File: src/rtl/s2a_src_if.sv
// Stream-side and 4-phase channel signals of s2a_src.
// master is the s2a_src side; slave is the producer plus asynchronous consumer.
interface s2a_src_if #(
  parameter int unsigned N = 32'd1
);
  logic         in_valid;
  logic         in_ready;
  logic [N-1:0] in_data;
  logic         r_o;
  logic         a_o;
  logic [N-1:0] d_o;

  modport master (
    input  in_valid, in_data, a_o,
    output in_ready, r_o, d_o
  );

  modport slave (
    output in_valid, in_data, a_o,
    input  in_ready, r_o, d_o
  );
endinterface

File: src/rtl/s2a_src.sv
// Valid/ready stream to 4-phase bundled-data source: FIFO, setup timer before
// r_o, and a synchronised acknowledge driving a registered-output FSM.
module s2a_src #(
  parameter logic        Rpol  = 1'b0,
  parameter int unsigned N     = 32'd1,
  parameter int unsigned DEPTH = 32'd4,
  parameter int unsigned SETUP = 32'd2,
  parameter int unsigned SYNC  = 32'd2
) (
  input  logic                   clk,
  input  logic                   rst,
  s2a_src_if.master              bus,
  output logic [$clog2(DEPTH):0] count,
  output logic                   err
);
  localparam int AW = $clog2(DEPTH);
  localparam int CW = AW + 1;
  localparam int SW = $clog2(SETUP) + 1;

  typedef enum logic [1:0] {S_IDLE, S_SETUP, S_REQ, S_RTZ} state_t;

  state_t                  state;
  logic [DEPTH-1:0][N-1:0] mem;
  logic [AW-1:0]           wr_ptr, rd_ptr;
  logic [SW-1:0]           setup_cnt;
  logic [SYNC-1:0]         sync_q;
  logic                    push, pop, ack_act;

  assign bus.in_ready = !rst && (count != CW'(DEPTH));
  assign push         = bus.in_valid && bus.in_ready;
  assign pop          = (state == S_IDLE) && (count != '0);
  assign ack_act      = sync_q[SYNC-1] ^ Rpol;

  // Storage carries no reset; occupancy and pointers define what is valid.
  always_ff @(posedge clk) begin
    if (push) mem[wr_ptr] <= bus.in_data;
  end

  always_ff @(posedge clk) begin
    if (rst) begin
      wr_ptr <= '0;
      rd_ptr <= '0;
      count  <= '0;
    end else begin
      if (push) wr_ptr <= wr_ptr + AW'(1);
      if (pop)  rd_ptr <= rd_ptr + AW'(1);
      case ({push, pop})
        2'b10:   count <= count + CW'(1);
        2'b01:   count <= count - CW'(1);
        default: count <= count;
      endcase
    end
  end

  always_ff @(posedge clk) begin
    if (rst) sync_q <= {SYNC{Rpol}};
    else     sync_q <= {sync_q[SYNC-2:0], bus.a_o};
  end

  always_ff @(posedge clk) begin
    if (rst) begin
      state     <= S_IDLE;
      bus.r_o   <= Rpol;
      bus.d_o   <= '0;
      setup_cnt <= '0;
      err       <= 1'b0;
    end else begin
      // An acknowledge before any request is a consumer fault; flag only.
      if (ack_act && (state == S_IDLE || state == S_SETUP)) err <= 1'b1;
      case (state)
        S_IDLE: if (pop) begin
          bus.d_o   <= mem[rd_ptr];
          setup_cnt <= SW'(SETUP - 1);
          state     <= S_SETUP;
        end
        S_SETUP: if (setup_cnt == '0) begin
          bus.r_o <= ~Rpol;
          state   <= S_REQ;
        end else begin
          setup_cnt <= setup_cnt - SW'(1);
        end
        S_REQ: if (ack_act) begin
          bus.r_o <= Rpol;
          state   <= S_RTZ;
        end
        S_RTZ: if (!ack_act) state <= S_IDLE;
        default: state <= S_IDLE;
      endcase
    end
  end
endmodule
File: src/flat_wrapper.sv
// flat-port wrapper written by rule: the top's interface ports become plain ports
module s2a_src_flat 
#(
  parameter logic        Rpol  = 1'b0,
  parameter int unsigned N     = 32'd1,
  parameter int unsigned DEPTH = 32'd4,
  parameter int unsigned SETUP = 32'd2,
  parameter int unsigned SYNC  = 32'd2
)
  (clk, rst, count, err, bus_in_valid, bus_in_data, bus_a_o, bus_in_ready, bus_r_o, bus_d_o);
  s2a_src_if #(.N(N)) bus_i ();
  input  logic clk;
  input  logic rst;
  output logic [$clog2(DEPTH):0] count;
  output logic err;
  input wire logic [$bits(bus_i.in_valid)-1:0] bus_in_valid;
  input wire logic [$bits(bus_i.in_data)-1:0] bus_in_data;
  input wire logic [$bits(bus_i.a_o)-1:0] bus_a_o;
  output wire logic [$bits(bus_i.in_ready)-1:0] bus_in_ready;
  output wire logic [$bits(bus_i.r_o)-1:0] bus_r_o;
  output wire logic [$bits(bus_i.d_o)-1:0] bus_d_o;
  assign bus_i.in_valid = bus_in_valid;
  assign bus_i.in_data = bus_in_data;
  assign bus_i.a_o = bus_a_o;
  assign bus_in_ready = bus_i.in_ready;
  assign bus_r_o = bus_i.r_o;
  assign bus_d_o = bus_i.d_o;
  s2a_src #(.Rpol(Rpol), .N(N), .DEPTH(DEPTH), .SETUP(SETUP), .SYNC(SYNC)) u_core (.clk(clk), .rst(rst), .bus(bus_i), .count(count), .err(err));
endmodule
File: config.mk
export PLATFORM = sky130hd
export DESIGN_NAME = s2a_src_flat
export DESIGN_NICKNAME = d
export VERILOG_FILES = /design/src/rtl/s2a_src_if.sv /design/src/rtl/s2a_src.sv /design/src/flat_wrapper.sv
export SDC_FILE = /design/constraint.sdc
export NUM_CORES = 1
export LEC_CHECK = 0
export CAP_MARGIN = 20
export CORE_UTILIZATION = 46
export DETAILED_ROUTE_END_ITERATION = 7
export GPL_TIMING_DRIVEN = 0
export PLACE_DENSITY = 0.72
export SETUP_SLACK_MARGIN = 0.02
export SLEW_MARGIN = 0
export SYNTH_ARGS = -nofsm -noshare
export SYNTH_HDL_FRONTEND = slang
export SYNTH_SLANG_ARGS = --single-unit
File: constraint.sdc
create_clock -name clk -period 6.49 [get_ports clk]
set_clock_uncertainty 0.05 [all_clocks]
set_input_delay 0.649 -clock clk [delete_from_list [all_inputs] [get_ports clk]]
set_output_delay 0.649 -clock clk [all_outputs]
set_load 0.05 [all_outputs]
==> results.txt, run 1 <==
GRT Residual Overflow: 0
crit-path max FO: 10
placed cells: 137
area of the multi-input gates: 538 um^2
post-layout util: 0.588
vias per std cell: 4.89
CTS Buffer Depth: 2
PD cells: 437 mW/mm^2
core footprint: 0.00204 mm^2
number of flops mapped to enable cells by yosys: 4
DRC viols: 0
pin count of the biggest net entering global routing: 12
Final period util: 0.487
Clock Sinks: 20
status: finished clean
wire length per cell: 11.3 um
XOR/XNOR Fraction of Synth Area: 0.0340
Max rail drop VDD: 254 uV
WL final: 1600 um
Final Max Slew Viols: 0
Worst R2R Setup Slack: 4.22 ns
first-pass GRT wire length: 2810 um
worst-margin pin slew: 0.598 ns
post-route cell area: 0.00120 mm^2
Die H: 49.3 um
initial antenna violation count: 0
mux share of post-synthesis cell area: 0.0619
Post-layout nets: 131
Post-Synth Adder-Cell Area: 0.141
Hold Vio Cnt, Final: 0
max-cap viol count: 0
Crit. End Element: output pin
number of diodes: 0
Placed Area: 0.00117 mm^2
# rows: 16
RSZ-0062 raised after global routing: no
Hold/Removal Path Class: flip-flop to flip-flop
CTS tree: done
main combinational cell family by area after synthesis: simple AND/OR/NAND/NOR gates
fin cells: 141
Fill cells: 196
Root Driver: clkbuf_4
post-synthesis average cell area: 10.4 um^2
Ys Warns: 0
Syn Inst Count: 99
#FFs+latches synth: 20
synthesized area: 0.00103 mm^2
CTS Hold Bufs: 0
Req. time, crit path: 5.79 ns
overall power: 0.525 mW
Simple-Gate Fraction of Synth Area: 0.175
CP Class: input port to output pin
Net Count, Synth: 115
Worst EP arrival: 2.46 ns
Layout area overhead: 16.5%
H-tree levels: 1
register area: 440 um^2
die area: 0.00243 mm^2
Vias: 690
Final min period: 3.16 ns
IO Pins: 12
vias in the first global route: 669
sequential area share after synthesis: 0.427
Initial Util: 0.505
CP Launch Type: input port
compound-gate portion of the synthesized area: 0.110
share of layout cells above drive strength 1: 0.0789
Clock transition at path regs: 0.11 ns
Skew-Pair Late Insertion Delay: 0.30 ns
Post-CTS Resized: 0
Async S/R FF share, synth: 0
GRT Total Usage: 0.158
Fmax achieved: 0.316 GHz
Initial DRC Count: 6
Setup-failing EPs final: 0
Inserted Clock Buffers: 3
GPL Wtd Cong: 0.727
slew margin rel.: 0.598
most frequent cells in the layout: dfxtp_1 (16), inv_1 (13), clkdlybuf4s50_1 (11), nor2_1 (10), ha_1 (10)
Yosys cell types: 31
Die W: 49.3 um
Port Buffers: 11
HPWL Detailed: 1260 um
postcts setup bufs: 0
most common cell after layout, fill and taps aside: dfxtp_1
ys flop type: dfxtp_1
final antenna-violating net count: 0
DRT Pass-1 Iters: 4
Static Leak: 0.476 nW
TNS Setup: 0 ns
kinds of logic after synthesis:
logic type / Yosys count
adder cells (fa/ha/maj): 11
AND/OR/NAND/NOR: 29
buffers and inverters: 14
XOR/XNOR: 4
AO/OA/AOI/OAI: 16
flip-flops: 20
multiplexers: 5
report_power, final:
group	leakage (nW)	internal [mW]	total [mW]	switching, mW
Clock	0.0154	0.0224	0.0595	0.0370
Combinational	0.293	0.119	0.275	0.156
Sequential	0.168	0.158	0.190	0.0322
worst paths after layout:
path,depth (start not counted),to,start
hold / removal,1,u_core.sync_q[1],u_core.sync_q[0]
setup reg to reg,10,u_core.count[2],u_core.state[1]
hold reg to reg,1,u_core.sync_q[1],u_core.sync_q[0]
setup / recovery,4,bus_in_ready,rst
flip-flops by register name, summed over array words and instances, names as in the netlist:
name,cells
u_core.bus.d_o,1
u_core.bus.r_o,1
u_core.count,3
u_core.err,1
u_core.mem,4
u_core.rd_ptr,2
u_core.setup_cnt,2
u_core.state,2
u_core.sync_q,2
u_core.wr_ptr,2
final cells by class:
cell class                 instances  area share
sequential                        20       0.367
buffer                             1     0.00313
clock buffer                       3      0.0188
tap                               27      0.0281
inverter                          13      0.0406
timing repair buffer              11      0.0917
multi-input combinational         65       0.448
clock inverter                     1     0.00313
per-stage QoR:
stage               hold WS (ns)  worst slack, ns
finish                     0.426             3.33
global route               0.445             3.21
CTS                        0.439             3.30
detailed placement         0.413             3.31
global placement           0.402             3.28
floorplan                  0.364             4.04
routing by layer:
metal	track usage	up-vias	wire length, um
li1	-	361	-
met4	0.0882	0	19
met2	0.279	10	809
met1	0.159	317	710
met3	0.0561	2	58
met5	0	-	0
critical path: stages:
cell and delay [ns]:
clkdlybuf4s50_1 0.60, clkbuf_1 0.41, nor2_1 0.10, clkdlybuf4s50_1 0.71
synthesized netlist by cell type, types with 3 or more instances:
master | n | area (um^2)
mux2i_1 | 3 | 30.0
edfxtp_1 | 4 | 120
dfxtp_1 | 16 | 320
xor2_1 | 4 | 35.0
nor2b_1 | 3 | 18.8
nand2_1 | 3 | 11.3
and2_1 | 6 | 37.5
o21ai_0 | 3 | 15.0
nor2_1 | 10 | 37.5
ha_1 | 10 | 125
inv_1 | 13 | 48.8
a21oi_1 | 5 | 25.0
Note: power is estimated with default switching activity, not from simulation.
==> inputs of run 2 (changes only) <==
--- a/config.mk
+++ b/config.mk
@@ -9,7 +9,7 @@
 export CORE_UTILIZATION = 46
 export DETAILED_ROUTE_END_ITERATION = 7
 export GPL_TIMING_DRIVEN = 0
-export PLACE_DENSITY = 0.72
+export PLACE_DENSITY = 0.74
 export SETUP_SLACK_MARGIN = 0.02
 export SLEW_MARGIN = 0
 export SYNTH_ARGS = -nofsm -noshare
==> constraint.sdc (replaced) <==
create_clock -name clk -period 2.7 [get_ports clk]
set_clock_uncertainty 0.05 [all_clocks]
set_input_delay 0.27 -clock clk [delete_from_list [all_inputs] [get_ports clk]]
set_output_delay 0.27 -clock clk [all_outputs]
set_load 0.05 [all_outputs]
==> run 2 against run 1 <==
Effect of this change: critical endpoint unchanged; utilization unchanged; critical path type unchanged; non-clock buffer count unchanged; largest power group unchanged; power increased by 140%.
==> results.txt, run 2 (synthesis results as in run 1) <==
status: finished clean
GRT Residual Overflow: 0
Largest Register: u_core.mem
Final period util: 0.906
Skew-Pair Late Insertion Delay: 0.29 ns
WL final: 1590 um
wire length per cell: 11.3 um
crit-path max FO: 10
GRT Total Usage: 0.147
H-tree levels: 1
DRT Pass-1 Iters: 4
Placement Setup Slack: 0.239 ns
CP Launch Type: input port
vias in the first global route: 663
Initial DRC Count: 18
Root Driver: clkbuf_4
most common cell after layout, fill and taps aside: dfxtp_1
share of layout cells above drive strength 1: 0.0789
Hold Vio Cnt, Final: 0
Max rail drop VDD: 559 uV
RSZ-0062 raised after global routing: no
final setup margin: 0.254 ns
Final Max Slew Viols: 0
Port Buffers: 11
Req. time, crit path: 2.38 ns
CTS Hold Bufs: 0
slew margin rel.: 0.659
Clock transition at path regs: 0.11 ns
first-pass GRT wire length: 2700 um
TNS Setup: 0 ns
initial antenna violation count: 0
max-cap viol count: 0
Die H: 49.3 um
CP Class: input port to output pin
HPWL Detailed: 1280 um
Crit. End Element: output pin
Worst EP arrival: 2.13 ns
GPL Wtd Cong: 0.769
Vias: 698
# rows: 16
biggest regs: u_core.mem (4), u_core.count (3)
Hold/Removal Path Class: flip-flop to flip-flop
PD cells: 1050 mW/mm^2
final antenna-violating net count: 0
Clock Sinks: 20
postcts setup bufs: 0
die area: 0.00243 mm^2
number of diodes: 0
pin count of the biggest net entering global routing: 12
Post-CTS Resized: 0
Final min period: 2.45 ns
max reg flops: 4
Layout area overhead: 16.5%
IO Pins: 12
worst-margin pin slew: 0.508 ns
Die W: 49.3 um
Static Leak: 0.476 nW
Fmax achieved: 0.409 GHz
CTS tree: done
Initial Util: 0.505
CTS Buffer Depth: 2
worst hold slack: 0.397 ns
Setup-failing EPs final: 0
DRC viols: 0
Inserted Clock Buffers: 3
most frequent cells in the layout: dfxtp_1 (16), inv_1 (13), clkdlybuf4s50_1 (11), nor2_1 (10), ha_1 (10)
Post-layout nets: 131
vias per std cell: 4.95
core footprint: 0.00204 mm^2
## run 2: cell counts in the layout (fill, tap and decap cells not counted)
No cell type changed its count.
## run 2: stage by stage
stage / instance area [um^2] / power (mW) / utilization / cells
floorplan: 1030 / 0.968 / - / 99
global placement: 1170 / 1.10 / 0.575 / 137
detailed placement: 1170 / 1.13 / 0.575 / 137
CTS: 1200 / 1.28 / 0.588 / 141
global route: 1200 / 1.36 / 0.588 / 141
finish: 1200 / 1.26 / 0.588 / 141
## run 2: metal layers
metal | routed length (um) | track usage | vias to the layer above
met3 | 55 | 0.0436 | 4
li1 | - | - | 367
met4 | 21 | 0.0784 | 0
met1 | 716 | 0.169 | 311
met5 | 0 | 0 | -
met2 | 796 | 0.244 | 16
## run 2: power breakdown
group          switching [mW]  total [mW]  internal [mW]  leakage (nW)
clock network          0.0890       0.143         0.0538        0.0154
registers              0.0796       0.460          0.380         0.168
logic                   0.375       0.660          0.285         0.293
total                   0.544        1.26          0.719         0.476
## run 2: worst paths after layout
path,from,endpoint,slack [ns],cells past startpoint
min,u_core.sync_q[0],u_core.sync_q[1],0.40,1
max,rst,bus_in_ready,0.25,4
min reg2reg,u_core.sync_q[0],u_core.sync_q[1],0.40,1
max reg2reg,u_core.count[2],u_core.count[2],0.40,9
## run 2: critical path: stages
cell             delay, ns
clkdlybuf4s50_1       0.61
clkbuf_1              0.42
nor2_1                0.10
clkdlybuf4s50_1       0.72
## run 2: area by class of cell
cell class	count	area, um^2
Buffer	1	3.75
Clock buffer	3	22.5
Clock inverter	1	3.75
Fill cell	193	841
Inverter	13	48.8
Multi-Input combinational cell	65	538
Sequential cell	20	440
Tap cell	27	33.8
Timing Repair Buffer	11	110
==> inputs of run 3 (changes only) <==
--- a/config.mk
+++ b/config.mk
@@ -6,7 +6,9 @@
 export NUM_CORES = 1
 export LEC_CHECK = 0
 export CAP_MARGIN = 20
+export CORE_ASPECT_RATIO = 0.8
 export CORE_UTILIZATION = 46
+export CTS_CLUSTER_SIZE = 25
 export DETAILED_ROUTE_END_ITERATION = 7
 export GPL_TIMING_DRIVEN = 0
 export PLACE_DENSITY = 0.74
==> constraint.sdc (replaced) <==
create_clock -name clk -period 2.7 [get_ports clk]
set_clock_uncertainty 0.05 [all_clocks]
set_input_delay 0.27 -clock clk [delete_from_list [all_inputs] [get_ports clk]]
set_output_delay 0.27 -clock clk [all_outputs]
set_load 0.01 [all_outputs]
==> run 3 against run 2 <==
Effect of this change: hold slack worse by 0.0042 ns; flip-flop and latch count stayed put; via count shrank 0.29%; die area hardly changed; critical path depth rose by 6.
==> results.txt, run 3 (synthesis results as in run 1) <==
Port Buffers: 11
final antenna-violating net count: 0
most frequent cells in the layout: dfxtp_1 (16), inv_1 (13), clkdlybuf4s50_1 (11), nor2_1 (10), ha_1 (10)
Post-CTS Resized: 0
Placed Area: 0.00117 mm^2
worst reg-to-reg path cell count: 10
Fmax achieved: 0.441 GHz
met2 WL: 671 um
Post-layout nets: 131
slew margin rel.: 0.639
Die W: 54.9 um
initial antenna violation count: 0
Setup-failing EPs final: 0
area of the multi-input gates: 538 um^2
overall power: 1.16 mW
Crit. End Element: flip-flop
Static Leak: 0.475 nW
CTS Hold Bufs: 0
Top Metal Used: met4
cell chain of the critical path: inv_1, ha_1, o31ai_1, inv_1, ha_1, inv_1, fa_1, xor2_1, or3_1, a21oi_1
Final Max Slew Viols: 0
die area: 0.00244 mm^2
placed cells: 134
Layout area overhead: 16.1%
PD cells: 969 mW/mm^2
cell repeated most along the worst path: inv_1
max reg flops: 4
GPL Wtd Cong: 0.713
share of layout cells above drive strength 1: 0.0789
combinational share of power: 0.480
max-cap viol count: 0
RR Endpoint: u_core.count[2]
wire length per cell: 11.0 um
Hold/Removal Path Class: flip-flop to flip-flop
hold path depth: 1
hold_sp: u_core.sync_q[0]
final setup margin: 0.431 ns
Vias: 696
most common cell after layout, fill and taps aside: dfxtp_1
Hold Path End: u_core.sync_q[1]
crit-path max FO: 5
Clock Sinks: 20
NetSw: 0.437 mW
first-pass GRT wire length: 2630 um
Reg2Reg Launch Point: u_core.state[1]
H-tree levels: 1
CTS tree: done
Hold Vio Cnt, Final: 0
Met1 Wirelength: 757 um
postcts setup bufs: 0
GRT Residual Overflow: 0
highest-delay cell along the critical path: fa_1
Fill cells: 173
Final min period: 2.27 ns
Inserted Clock Buffers: 3
biggest regs: u_core.mem (4), u_core.count (3)
Die H: 44.3 um
CP Launch Type: flip-flop
Initial Util: 0.516
vias in the first global route: 617
fin cells: 138
DRC viols: 0
CTS Buffer Depth: 2
Root Driver: clkbuf_4
Req. time, crit path: 2.89 ns
TNS Setup: 0 ns
GRT Total Usage: 0.157
post-route cell area: 0.00120 mm^2
Skew-Pair Late Insertion Delay: 0.30 ns
IO Pins: 12
status: finished clean
number of diodes: 0
register area: 440 um^2
CP Class: flip-flop to flip-flop
Initial DRC Count: 4
HPWL Detailed: 1180 um
Worst Path Buf+Inv: 3
worst-margin pin slew: 0.537 ns
clock group share of total power: 0.126
post-layout util: 0.600
Sw Share: 0.377
Worst EP arrival: 2.46 ns
worst hold slack: 0.393 ns
Clock transition at path regs: 0.11 ns
Slowest Stage Delay on Critical Path: 0.37 ns
# rows: 14
Flop pwr share: 0.394
Worst R2R Setup Slack: 0.43 ns
met3 wire len: 65 um
vias per std cell: 5.04
Largest Register: u_core.mem
Int Pwr: 0.723 mW
critical path's top delay family: adder cells
RSZ-0062 raised after global routing: no
pin count of the biggest net entering global routing: 12
core footprint: 0.00200 mm^2
Max rail drop VDD: 559 uV
Final period util: 0.840
DRT Pass-1 Iters: 3
Placement Setup Slack: 0.314 ns
WL final: 1520 um
-- run 3: changes by cell type in the layout (fill, tap and decap cells not counted), sizes merged --
cell    change
clkbuf      +1
clkinv      -1
-- run 3: power by group through the flow --
stage	Sequential (mW)	Clock (mW)	Combinational [mW]
floorplan	0.465	0	0.404
global placement	0.462	0	0.542
detailed placement	0.466	0	0.557
CTS	0.459	0.152	0.560
global route	0.475	0.165	0.630
finish	0.457	0.146	0.557
-- run 3: worst max-delay path by stage --
stage               depth (start not counted)             from         endpoint
CTS                                        10  u_core.state[1]  u_core.count[2]
floorplan                                   9  u_core.count[2]  u_core.count[2]
finish                                     10  u_core.state[1]  u_core.count[2]
global placement                            9              rst  u_core.count[2]
global route                               10  u_core.state[1]  u_core.count[2]
detailed placement                          9              rst  u_core.count[2]
-- run 3: worst reg2reg max path, cell delays in order, from the launching register on --
cell,delay [ns]
dfxtp_1,0.35
inv_1,0.11
ha_1,0.25
o31ai_1,0.17
inv_1,0.09
ha_1,0.17
inv_1,0.06
fa_1,0.37
xor2_1,0.16
or3_1,0.30
a21oi_1,0.14
-- run 3: routing by layer --
metal  vias up  global-route usage
li1        365                   -
met1       315               0.207
met2        12               0.224
met3         4              0.0619
met4         0              0.0750
met5         -                   0
-- run 3: area by class of cell --
class	instances	area share
Multi-Input combinational cell	65	0.449
Sequential cell	20	0.368
Timing Repair Buffer	11	0.0920
Inverter	13	0.0408
Tap cell	24	0.0251
Clock buffer	4	0.0219
Buffer	1	0.00313
